===== src/rtl/conv_weight_stream_ctrl_if.sv =====
// +----------------------------------------------------------------------------+
// | conv_weight_stream_ctrl_if                                                 |
// | Control, weight-source, pixel-source and model-side signals of one layer.  |
// | Rev 1.0                                                                    |
// +----------------------------------------------------------------------------+
`default_nettype none

interface conv_weight_stream_ctrl_if #(
  parameter int IN_CHANNEL = 3
);
  logic                    start;
  logic                    skip_weights;
  logic [31:0]             s_data;
  logic                    s_valid;
  logic                    s_ready;
  logic [8*IN_CHANNEL-1:0] px_data;
  logic                    px_valid;
  logic                    px_ready;
  logic                    fifo_rd_en;
  logic [8*IN_CHANNEL-1:0] i_data;
  logic                    i_valid;
  logic [31:0]             weight_wr_addr;
  logic [31:0]             weight_wr_data;
  logic                    weight_wr_en;
  logic                    busy;
  logic                    weights_done;
  logic                    frame_done;

  modport slave (
    input  start, skip_weights, s_data, s_valid, px_data, px_valid, fifo_rd_en,
    output s_ready, px_ready, i_data, i_valid, weight_wr_addr, weight_wr_data,
           weight_wr_en, busy, weights_done, frame_done
  );

  modport master (
    output start, skip_weights, s_data, s_valid, px_data, px_valid, fifo_rd_en,
    input  s_ready, px_ready, i_data, i_valid, weight_wr_addr, weight_wr_data,
           weight_wr_en, busy, weights_done, frame_done
  );
endinterface

`default_nettype wire


===== src/rtl/conv_weight_stream_ctrl.sv =====
// +----------------------------------------------------------------------------+
// | conv_weight_stream_ctrl                                                    |
// | Loads one conv layer's kernel/bias/coeff words, then gates one pixel frame.|
// | Rev 1.0                                                                    |
// +----------------------------------------------------------------------------+
`default_nettype none

module conv_weight_stream_ctrl #(
  parameter int          KERNEL_WORDS = 432,
  parameter int          BIAS_WORDS   = 16,
  parameter int          COEFF_WORDS  = 1,
  parameter logic [31:0] BASE_ADDR    = 32'd0,
  parameter int          IN_CHANNEL   = 3,
  parameter int          PIXELS       = 65536
) (
  input  wire logic                  clk,
  input  wire logic                  rst_n,
  conv_weight_stream_ctrl_if.slave   bus
);

  localparam int c_TOTAL = KERNEL_WORDS + BIAS_WORDS + COEFF_WORDS;
  localparam int c_W_W   = (c_TOTAL > 0) ? $clog2(c_TOTAL + 1) : 1;
  localparam int c_P_W   = $clog2(PIXELS + 1);

  localparam logic [2:0] ST_IDLE        = 3'd0;
  localparam logic [2:0] ST_LOAD_KERNEL = 3'd1;
  localparam logic [2:0] ST_LOAD_BIAS   = 3'd2;
  localparam logic [2:0] ST_LOAD_COEFF  = 3'd3;
  localparam logic [2:0] ST_STREAM      = 3'd4;
  localparam logic [2:0] ST_DONE        = 3'd5;

  // Empty regions are skipped by resolving each successor state at elaboration.
  localparam logic [2:0] c_AFTER_B = (COEFF_WORDS > 0) ? ST_LOAD_COEFF : ST_STREAM;
  localparam logic [2:0] c_AFTER_K = (BIAS_WORDS > 0)  ? ST_LOAD_BIAS  : c_AFTER_B;
  localparam logic [2:0] c_FIRST   = (KERNEL_WORDS > 0) ? ST_LOAD_KERNEL : c_AFTER_K;

  localparam logic [c_W_W-1:0] c_K_LAST   = c_W_W'(KERNEL_WORDS - 1);
  localparam logic [c_W_W-1:0] c_B_LAST   = c_W_W'(KERNEL_WORDS + BIAS_WORDS - 1);
  localparam logic [c_W_W-1:0] c_ALL_LAST = c_W_W'(c_TOTAL - 1);
  localparam logic [c_P_W-1:0] c_PX_LAST  = c_P_W'(PIXELS - 1);

  logic [2:0]       r_state;
  logic [c_W_W-1:0] r_w;
  logic [c_P_W-1:0] r_px;
  logic             r_wr_en;
  logic [31:0]      r_wr_addr;
  logic [31:0]      r_wr_data;
  logic             r_weights_done;

  logic w_loading;
  logic w_stream;
  logic w_accept;
  logic w_transfer;

  assign w_loading  = (r_state == ST_LOAD_KERNEL) || (r_state == ST_LOAD_BIAS) ||
                      (r_state == ST_LOAD_COEFF);
  assign w_stream   = (r_state == ST_STREAM);
  assign w_accept   = bus.s_valid && w_loading;
  assign w_transfer = bus.px_valid && bus.fifo_rd_en && w_stream;

  always_ff @(posedge clk or negedge rst_n) begin
    if (!rst_n) begin
      r_state        <= ST_IDLE;
      r_w            <= '0;
      r_px           <= '0;
      r_wr_en        <= 1'b0;
      r_wr_addr      <= 32'd0;
      r_wr_data      <= 32'd0;
      r_weights_done <= 1'b0;
    end else begin
      r_wr_en <= w_accept;
      if (w_accept) begin
        r_wr_addr <= BASE_ADDR + 32'(r_w);
        r_wr_data <= (r_state == ST_LOAD_KERNEL) ?
                     {{24{bus.s_data[7]}}, bus.s_data[7:0]} : bus.s_data;
        r_w       <= r_w + c_W_W'(1);
        if (r_w == c_ALL_LAST) begin
          r_weights_done <= 1'b1;
        end
      end

      case (r_state)
        ST_IDLE: begin
          if (bus.start) begin
            r_px <= '0;
            if (bus.skip_weights && r_weights_done) begin
              r_state <= ST_STREAM;
            end else begin
              r_w            <= '0;
              r_weights_done <= (c_TOTAL == 0);
              r_state        <= c_FIRST;
            end
          end
        end
        ST_LOAD_KERNEL: if (w_accept && (r_w == c_K_LAST))   r_state <= c_AFTER_K;
        ST_LOAD_BIAS:   if (w_accept && (r_w == c_B_LAST))   r_state <= c_AFTER_B;
        ST_LOAD_COEFF:  if (w_accept && (r_w == c_ALL_LAST)) r_state <= ST_STREAM;
        ST_STREAM: begin
          if (w_transfer) begin
            if (r_px == c_PX_LAST) begin
              r_px    <= '0;
              r_state <= ST_DONE;
            end else begin
              r_px <= r_px + c_P_W'(1);
            end
          end
        end
        ST_DONE:  r_state <= ST_IDLE;
        default:  r_state <= ST_IDLE;
      endcase
    end
  end

  assign bus.s_ready        = w_loading;
  assign bus.px_ready       = bus.fifo_rd_en && w_stream;
  assign bus.i_valid        = bus.px_valid && w_stream;
  assign bus.i_data         = w_stream ? bus.px_data : '0;
  assign bus.weight_wr_en   = r_wr_en;
  assign bus.weight_wr_addr = r_wr_addr;
  assign bus.weight_wr_data = r_wr_data;
  assign bus.busy           = (r_state != ST_IDLE);
  assign bus.weights_done   = r_weights_done;
  assign bus.frame_done     = (r_state == ST_DONE);

endmodule

`default_nettype wire


===== src/flat_wrapper.sv =====
// flat-port wrapper written by rule: the top's interface ports become plain ports
module conv_weight_stream_ctrl_flat 
#(
  parameter int          KERNEL_WORDS = 432,
  parameter int          BIAS_WORDS   = 16,
  parameter int          COEFF_WORDS  = 1,
  parameter logic [31:0] BASE_ADDR    = 32'd0,
  parameter int          IN_CHANNEL   = 3,
  parameter int          PIXELS       = 65536
)
  (clk, rst_n, bus_start, bus_skip_weights, bus_s_data, bus_s_valid, bus_px_data, bus_px_valid, bus_fifo_rd_en, bus_s_ready, bus_px_ready, bus_i_data, bus_i_valid, bus_weight_wr_addr, bus_weight_wr_data, bus_weight_wr_en, bus_busy, bus_weights_done, bus_frame_done);
  conv_weight_stream_ctrl_if #(.IN_CHANNEL(IN_CHANNEL)) bus_i ();
  input  wire logic clk;
  input  wire logic rst_n;
  input wire logic [$bits(bus_i.start)-1:0] bus_start;
  input wire logic [$bits(bus_i.skip_weights)-1:0] bus_skip_weights;
  input wire logic [$bits(bus_i.s_data)-1:0] bus_s_data;
  input wire logic [$bits(bus_i.s_valid)-1:0] bus_s_valid;
  input wire logic [$bits(bus_i.px_data)-1:0] bus_px_data;
  input wire logic [$bits(bus_i.px_valid)-1:0] bus_px_valid;
  input wire logic [$bits(bus_i.fifo_rd_en)-1:0] bus_fifo_rd_en;
  output wire logic [$bits(bus_i.s_ready)-1:0] bus_s_ready;
  output wire logic [$bits(bus_i.px_ready)-1:0] bus_px_ready;
  output wire logic [$bits(bus_i.i_data)-1:0] bus_i_data;
  output wire logic [$bits(bus_i.i_valid)-1:0] bus_i_valid;
  output wire logic [$bits(bus_i.weight_wr_addr)-1:0] bus_weight_wr_addr;
  output wire logic [$bits(bus_i.weight_wr_data)-1:0] bus_weight_wr_data;
  output wire logic [$bits(bus_i.weight_wr_en)-1:0] bus_weight_wr_en;
  output wire logic [$bits(bus_i.busy)-1:0] bus_busy;
  output wire logic [$bits(bus_i.weights_done)-1:0] bus_weights_done;
  output wire logic [$bits(bus_i.frame_done)-1:0] bus_frame_done;
  assign bus_i.start = bus_start;
  assign bus_i.skip_weights = bus_skip_weights;
  assign bus_i.s_data = bus_s_data;
  assign bus_i.s_valid = bus_s_valid;
  assign bus_i.px_data = bus_px_data;
  assign bus_i.px_valid = bus_px_valid;
  assign bus_i.fifo_rd_en = bus_fifo_rd_en;
  assign bus_s_ready = bus_i.s_ready;
  assign bus_px_ready = bus_i.px_ready;
  assign bus_i_data = bus_i.i_data;
  assign bus_i_valid = bus_i.i_valid;
  assign bus_weight_wr_addr = bus_i.weight_wr_addr;
  assign bus_weight_wr_data = bus_i.weight_wr_data;
  assign bus_weight_wr_en = bus_i.weight_wr_en;
  assign bus_busy = bus_i.busy;
  assign bus_weights_done = bus_i.weights_done;
  assign bus_frame_done = bus_i.frame_done;
  conv_weight_stream_ctrl #(.KERNEL_WORDS(KERNEL_WORDS), .BIAS_WORDS(BIAS_WORDS), .COEFF_WORDS(COEFF_WORDS), .BASE_ADDR(BASE_ADDR), .IN_CHANNEL(IN_CHANNEL), .PIXELS(PIXELS)) u_core (.clk(clk), .rst_n(rst_n), .bus(bus_i));
endmodule

===== config.mk =====
export PLATFORM = sky130hd
export DESIGN_NAME = conv_weight_stream_ctrl_flat
export DESIGN_NICKNAME = d
export VERILOG_FILES = /design/src/rtl/conv_weight_stream_ctrl_if.sv /design/src/rtl/conv_weight_stream_ctrl.sv /design/src/flat_wrapper.sv
export SDC_FILE = /design/constraint.sdc
export NUM_CORES = 1
export LEC_CHECK = 0
export ABC_AREA = 1
export ABC_CLOCK_PERIOD_IN_PS = 1600
export CELL_PAD_IN_SITES_DETAIL_PLACEMENT = 1
export CELL_PAD_IN_SITES_GLOBAL_PLACEMENT = 2
export CORE_UTILIZATION = 23
export CTS_CLUSTER_SIZE = 24
export DETAILED_ROUTE_END_ITERATION = 10
export HOLD_SLACK_MARGIN = 0.02
export PLACE_DENSITY = 0.8
export SLEW_MARGIN = 30
export SYNTH_ARGS = -nofsm -noshare
export SYNTH_HDL_FRONTEND = slang
export SYNTH_SLANG_ARGS = --single-unit
export TNS_END_PERCENT = 10

===== constraint.sdc =====
create_clock -name clk -period 1.6 [get_ports clk]
set_input_delay 0.16 -clock clk [delete_from_list [all_inputs] [get_ports clk]]
set_output_delay 0.16 -clock clk [all_outputs]
set_load 0.01 [all_outputs]

# Word level (Yosys, flattened, before mapping)
# Cells that the tools add are included.
dict set report totals {
  rom_bits 0
  out_inout_bits 95
  mem_bits_rw 0
  reg_bits 72
  latchBits 0
  memories 0
  word_cells 63
  input_bits 63
}
dict set report classes {
  bitwise 0
  mux 23
  reduce_logical 16
  mul 0
  magnitude_cmp 0
  n_div 0
  shifts 0
  n_eq_ne 15
  addsub 2
}
# operator n
set op_table {}
lappend op_table {{two-way mux 17 bit} 3}
lappend op_table {{two-way mux 9 bit} 4}
lappend op_table {{one-hot mux 17 bit (2 select lines)} 1}
lappend op_table {{two-way mux 32 bit} 1}
lappend op_table {{equality test 9 bit, second input constant} 3}
lappend op_table {{two-way mux 24 bit} 1}
lappend op_table {{two-way mux 3 bit} 7}
lappend op_table {{adder 17 x 1 -> 17 bit, second input constant} 1}
lappend op_table {{equality test 17 x 16 -> 1 bit, second input constant} 1}
lappend op_table {{one-hot mux 3 bit (5 select lines)} 1}
lappend op_table {{inequality test 2 bit, second input constant} 6}
lappend op_table {{adder 9 x 1 -> 9 bit, second input constant} 1}
lappend op_table {{logical AND 1 bit} 9}
lappend op_table {{equality test 3 x 2 -> 1 bit, second input constant} 2}
lappend op_table {{equality test 3 bit, second input constant} 2}
lappend op_table {{AND reduction 6 bit} 1}
lappend op_table {{two-way mux 1 bit} 5}
lappend op_table {{equality test 3 x 1 -> 1 bit, second input constant} 1}
lappend op_table {{zero test 3 bit} 1}
lappend op_table {{AND reduction 3 bit} 1}
lappend op_table {{nonzero test 3 bit} 1}
lappend op_table {{logical OR 1 bit} 2}
lappend op_table {{nonzero test 2 bit} 1}

# Longest topological paths before layout
dict set report depth {
  depth_word 8
  mapped_depth 11
  depth_no_buf 11
}

# Worst setup path before layout
# No wires, ideal clock.
dict set report synth_timing {
  path_kind {register to register}
  from {register u_core.r_px[1]}
  to {register u_core.r_px[13]}
  setup_ns 0.120
  stages_incl_launch_ff 9
  period_less_slack_ns 1.483
  n_path_buf 0
  required_ns 1.480
  arrival_ns 1.364
  path_slack_ns 0.117
  cell_sequence {dfrtp_1 > ha_1 > nand3_1 > nor3_1 > nand4_1 > nand2_1 > nand2_1 > inv_2 > nor2_1}
}
dict set report synth_between {
  elab_chain_cells 4
  elab_cells_between_ends 5
  cone_classes {1 x add/sub; 1 x eq/ne; 3 x mux}
}
# item line_no
set synth_lines {}
lappend synth_lines {{start: declaration} conv_weight_stream_ctrl.sv:44} ;# logic [c_P_W-1:0] r_px;
lappend synth_lines {{start signal: assignment} conv_weight_stream_ctrl.sv:104} ;# r_px <= r_px + c_P_W'(1);
lappend synth_lines {{adder 17 x 1 -> 17 bit or equality test 17 x 16 -> 1 bit (tied branches)} {conv_weight_stream_ctrl.sv:104, conv_weight_stream_ctrl.sv:100}}
lappend synth_lines {{two-way mux 17 bit (*)} conv_weight_stream_ctrl.sv:100} ;# if (r_px == c_PX_LAST) begin
lappend synth_lines {{two-way mux 17 bit (*)} conv_weight_stream_ctrl.sv:99} ;# if (w_transfer) begin
lappend synth_lines {{one-hot mux 17 bit (2 select lines) (*)} conv_weight_stream_ctrl.sv:82} ;# case (r_state)
# Every way passes the cells marked *; elsewhere a longest branch is shown, timed or not. The select of a mux whose other input is x is not followed.
# A chain may end at the register's enable or synchronous reset.

# Final worst setup path
dict set report layout_timing {
  from {register u_core.r_px[1]}
  to {register u_core.r_state[0]}
}
dict set report layout_between {
  elab_chain_cells 3
}
# item line_no
set layout_lines {}
lappend layout_lines {{equality test 17 x 16 -> 1 bit} conv_weight_stream_ctrl.sv:100}
lappend layout_lines {{inequality test 2 bit (no source line)} n/a}
lappend layout_lines {{AND reduction 6 bit (no source line)} n/a}
lappend layout_lines {{end signal: assignment} conv_weight_stream_ctrl.sv:91} ;# r_state <= c_FIRST;
lappend layout_lines {{end signal: assignment} conv_weight_stream_ctrl.sv:95} ;# ST_LOAD_KERNEL: if (w_accept && (r_w == c_K_LAST)) r_state <= c_AFTER_K;
lappend layout_lines {{end signal: assignment} conv_weight_stream_ctrl.sv:96} ;# ST_LOAD_BIAS: if (w_accept && (r_w == c_B_LAST)) r_state <= c_AFTER_B;
lappend layout_lines {{end: declaration} conv_weight_stream_ctrl.sv:42} ;# logic [2:0] r_state;
# No other way between the ends.

==> impl_metrics.toml <==
[critical_path]
critPathSlowestCell = "dfrtp_1"
timing.critical_path.buf_inv = 1
cp_slowest_stage_delay_ps = 400
critPathLaunchType = "register"
cp.arrival_ps = 1850
crit_top_cell = "nand2_2"
worstSetupPathType = "reg -> reg"
critPathTopFamily = "simple AND/OR/NAND/NOR gates"
cp_max_fo = 4
critPathCaptureType = "register"
worstPathCellList = "ha_4, nand3_4, nor3_4, nand4_1, nand2_2, buf_6, nand3_4, nand2_2, nand2_2"
crit_required_ps = 1820

[routing]
wirelength_um = 11900
final_antenna_net_count = 0
vias = 3751
dr.pass1.iters = 4
wl_per_cell_um = 13.6
initialDrtViolationCount = 99
viasPerCell = 4.28
route.detailed.drc = 0

[clock_network]
clk_pin_slew_ps = 60
htreeDepth = 3
cts_tree = "done"
cts_sinks = 72
clockBufferDepth = 2
cts_made_buffers = 9
clk_latency_ps = 330
clockRootBuffer = "clkbuf_16"

[global_routing]
gr-total-overflow = 0
antenna_found_initial = 0
grt_pass1_wl_um = 18900
grtUsageTotal_pct = 14.0
grt_max_degree = 73
first_global_vias = 3900

[finish]
synthToLayoutAreaGrowth_pct = 59.4
antennaDiodeCount = 0
final_core_util_pct = 38.0
design_area_um2 = 6100
drive_above_1_share_pct = 23.2
fin_nets = 722
stdcell_count = 876

[placement]
dpl_cell_area_um2 = 5570
place_congestion = 0.764
post-dp-hpwl_um = 8690
placed_cells = 847
port_buffers = 134

[sta]
hold_slack_ps = 374
slew_violations = 0
hold_viol = 0
finClkSkew_ps = 7.10
worst_slack_ps = -28.8
max_freq_mhz = 614
grt_setup_unrepaired = "yes"
finalCriticalPeriod_ps = 1630
period_share_pct = 102
finalSetupViolations = 4

[hold_path]
hold_class = "in -> reg"

[yosys]
ys_seq_elements = 72
postSynthCellCount = 477
syn-cell-area_um2 = 3820
synth.top_cell.area_share_pct = 47.1
avgSynthCellArea_um2 = 8.02
yosysWarnings = 0
yosys-top-cells-area = "dfrtp_1, nand2_1, nor2_1"
synth.largest_area_cell = "dfrtp_1"
ys_seq_area_share_pct = 47.1
yosysUniqueCellTypes = 31

[power_and_ir_drop]
p_leak_nw = 2.94
ir_drop_mv = 0.516
power_density_nw_per_um2 = 1530

[die]
fp.dieArea_um2 = 17100
rows = 46
chipWidth_um = 131
die_h_um = 131
pin_count = 158
start_util_pct = 23.8
coreArea_um2 = 16100

[status]
violations = "negative setup slack"
status = "finished, violations left"

[flow_run]
maxCapViolations = 0
-- worst min-delay path, stage by stage --
cell	delay (ps)
clkdlybuf4s50_1	400
nand2_1	60
nand2_1	40
-- final cells by class --
cell class              instances  area [µm²]
inverters                      63         244
flip-flops and latches         72        1800
clock inverters                 4        70.1
well taps                     216         270
repair buffers                186        1690
multi-input cells             324        1790
fillers                      1886        9960
clock buffers                  11         233
-- per-stage QoR --
step           power, mW  setup TNS, ps  worst slack (ps)
6_report            9.30          -81.5             -28.8
5_1_grt             9.93          -2860              -113
4_1_cts             8.99           -440             -59.0
3_5_place_dp        6.90          -5570              -182
3_3_place_gp        6.75          -3440              -156
2_1_floorplan       4.81              0               117
-- where the power goes --
part / leakage [nW] / switching [mW] / total [mW] / internal, mW
Combinational: 1.89 / 2.25 / 4.48 / 2.23
Clock: 0.149 / 0.728 / 2.08 / 1.35
Sequential: 0.907 / 0.362 / 2.74 / 2.38
Total: 2.94 / 3.34 / 9.30 / 5.96
-- layer usage --
layer / global-route usage, % / wire (µm) / vias up
met5: 0 / 0 / -
met4: 4.87 / 171 / 0
met3: 3.34 / 758 / 10
met2: 24.2 / 5740 / 135
met1: 17.0 / 5280 / 1799
li1: - / - / 1807
-- synthesized netlist by cell type --
library cell / number
nor2_1: 63
nand4_1: 9
nor2_4: 2
or2_2: 1
nor2_2: 3
a2bb2oi_1: 24
buf_6: 5
buf_2: 5
o21bai_2: 1
clkbuf_1: 4
ha_1: 3
xor2_1: 8
nor3_2: 1
o21ai_0: 17
a31oi_1: 1
nor3_1: 8
o21ai_2: 1
a21oi_1: 9
inv_2: 3
conb_1: 1
buf_4: 26
nand2_1: 125
nand3_1: 16
nand2_2: 2
dfrtp_1: 72
and2_1: 1
inv_1: 60
a31oi_4: 1
o21ai_1: 3
nor3_4: 1
and3_1: 1
-- final timing paths --
kind	startpoint	end	slack, ps	cells after the start
setup reg to reg	u_core.r_px[1]$_DFFE_PN0P_	u_core.r_state[0]$_DFFE_PN0P_	-30	9
setup / recovery	u_core.r_px[1]$_DFFE_PN0P_	u_core.r_state[0]$_DFFE_PN0P_	-30	9
max in group asynchronous	rst_n	u_core.r_state[2]$_DFFE_PN0P_	860	3
hold / removal	bus_s_data[4]	u_core.bus.weight_wr_data[4]$_DFFE_PN0N_	370	3
hold reg to reg	u_core.bus.weight_wr_data[0]$_DFFE_PN0N_	u_core.bus.weight_wr_data[0]$_DFFE_PN0N_	480	2
min in group asynchronous	rst_n	u_core.bus.weight_wr_data[20]$_DFFE_PN0N_	380	3
-- cells by family (layout without fill, tap and decap cells) --
group           after synthesis  after routing  share of synthesized area [%]
other cells                   1             23                         0.0980
xor+xnor                      8              8                           1.83
buf+inv                     103            264                           13.8
compound gates               57             57                           10.5
fa+ha+maj                     3              3                          0.981
flops                        72             72                           47.1
simple gates                233            233                           25.6
-- layout by cell type, fill, tap and decap left out, types with 3 or more instances in the layout --
cell	instances
nand2_1	115
clkdlybuf4s50_1	104
dfrtp_1	70
inv_1	55
nor2_1	53
buf_4	40
buf_2	27
a2bb2oi_1	24
conb_1	23
o21ai_0	14
nand2_2	10
clkbuf_16	10
nor2_4	9
nand4_1	9
xor2_1	8
a21oi_1	8
nand3_1	7
nand3_2	7
inv_2	6
nor2_2	6
nor3_1	5
buf_6	5
buf_12	5
o21ai_1	4
nor3_2	3
-- flip-flops by register name, indices dropped and copies added, names as in the netlist --
| register | cells |
|---|---|
| u_core.bus.weights_done | 1 |
| u_core.bus.weight_wr_data | 32 |
| u_core.r_state | 3 |
| u_core.r_px | 17 |
| u_core.r_w | 9 |
| u_core.bus.weight_wr_en | 1 |
| u_core.bus.weight_wr_addr | 9 |
-- what timing repair did --
action / 4_1_cts / 5_1_grt
gates resized for setup: 119 / 62
pin swaps: 2 / 23
hold buffers: 1 / 0
setup buffers: 0 / 12
endpoints found under the hold margin: 72 / 0
setup endpoints to repair: 67 / 77
cloned: 0 / 1
No activity file was read; power rests on OpenSTA's default activity.
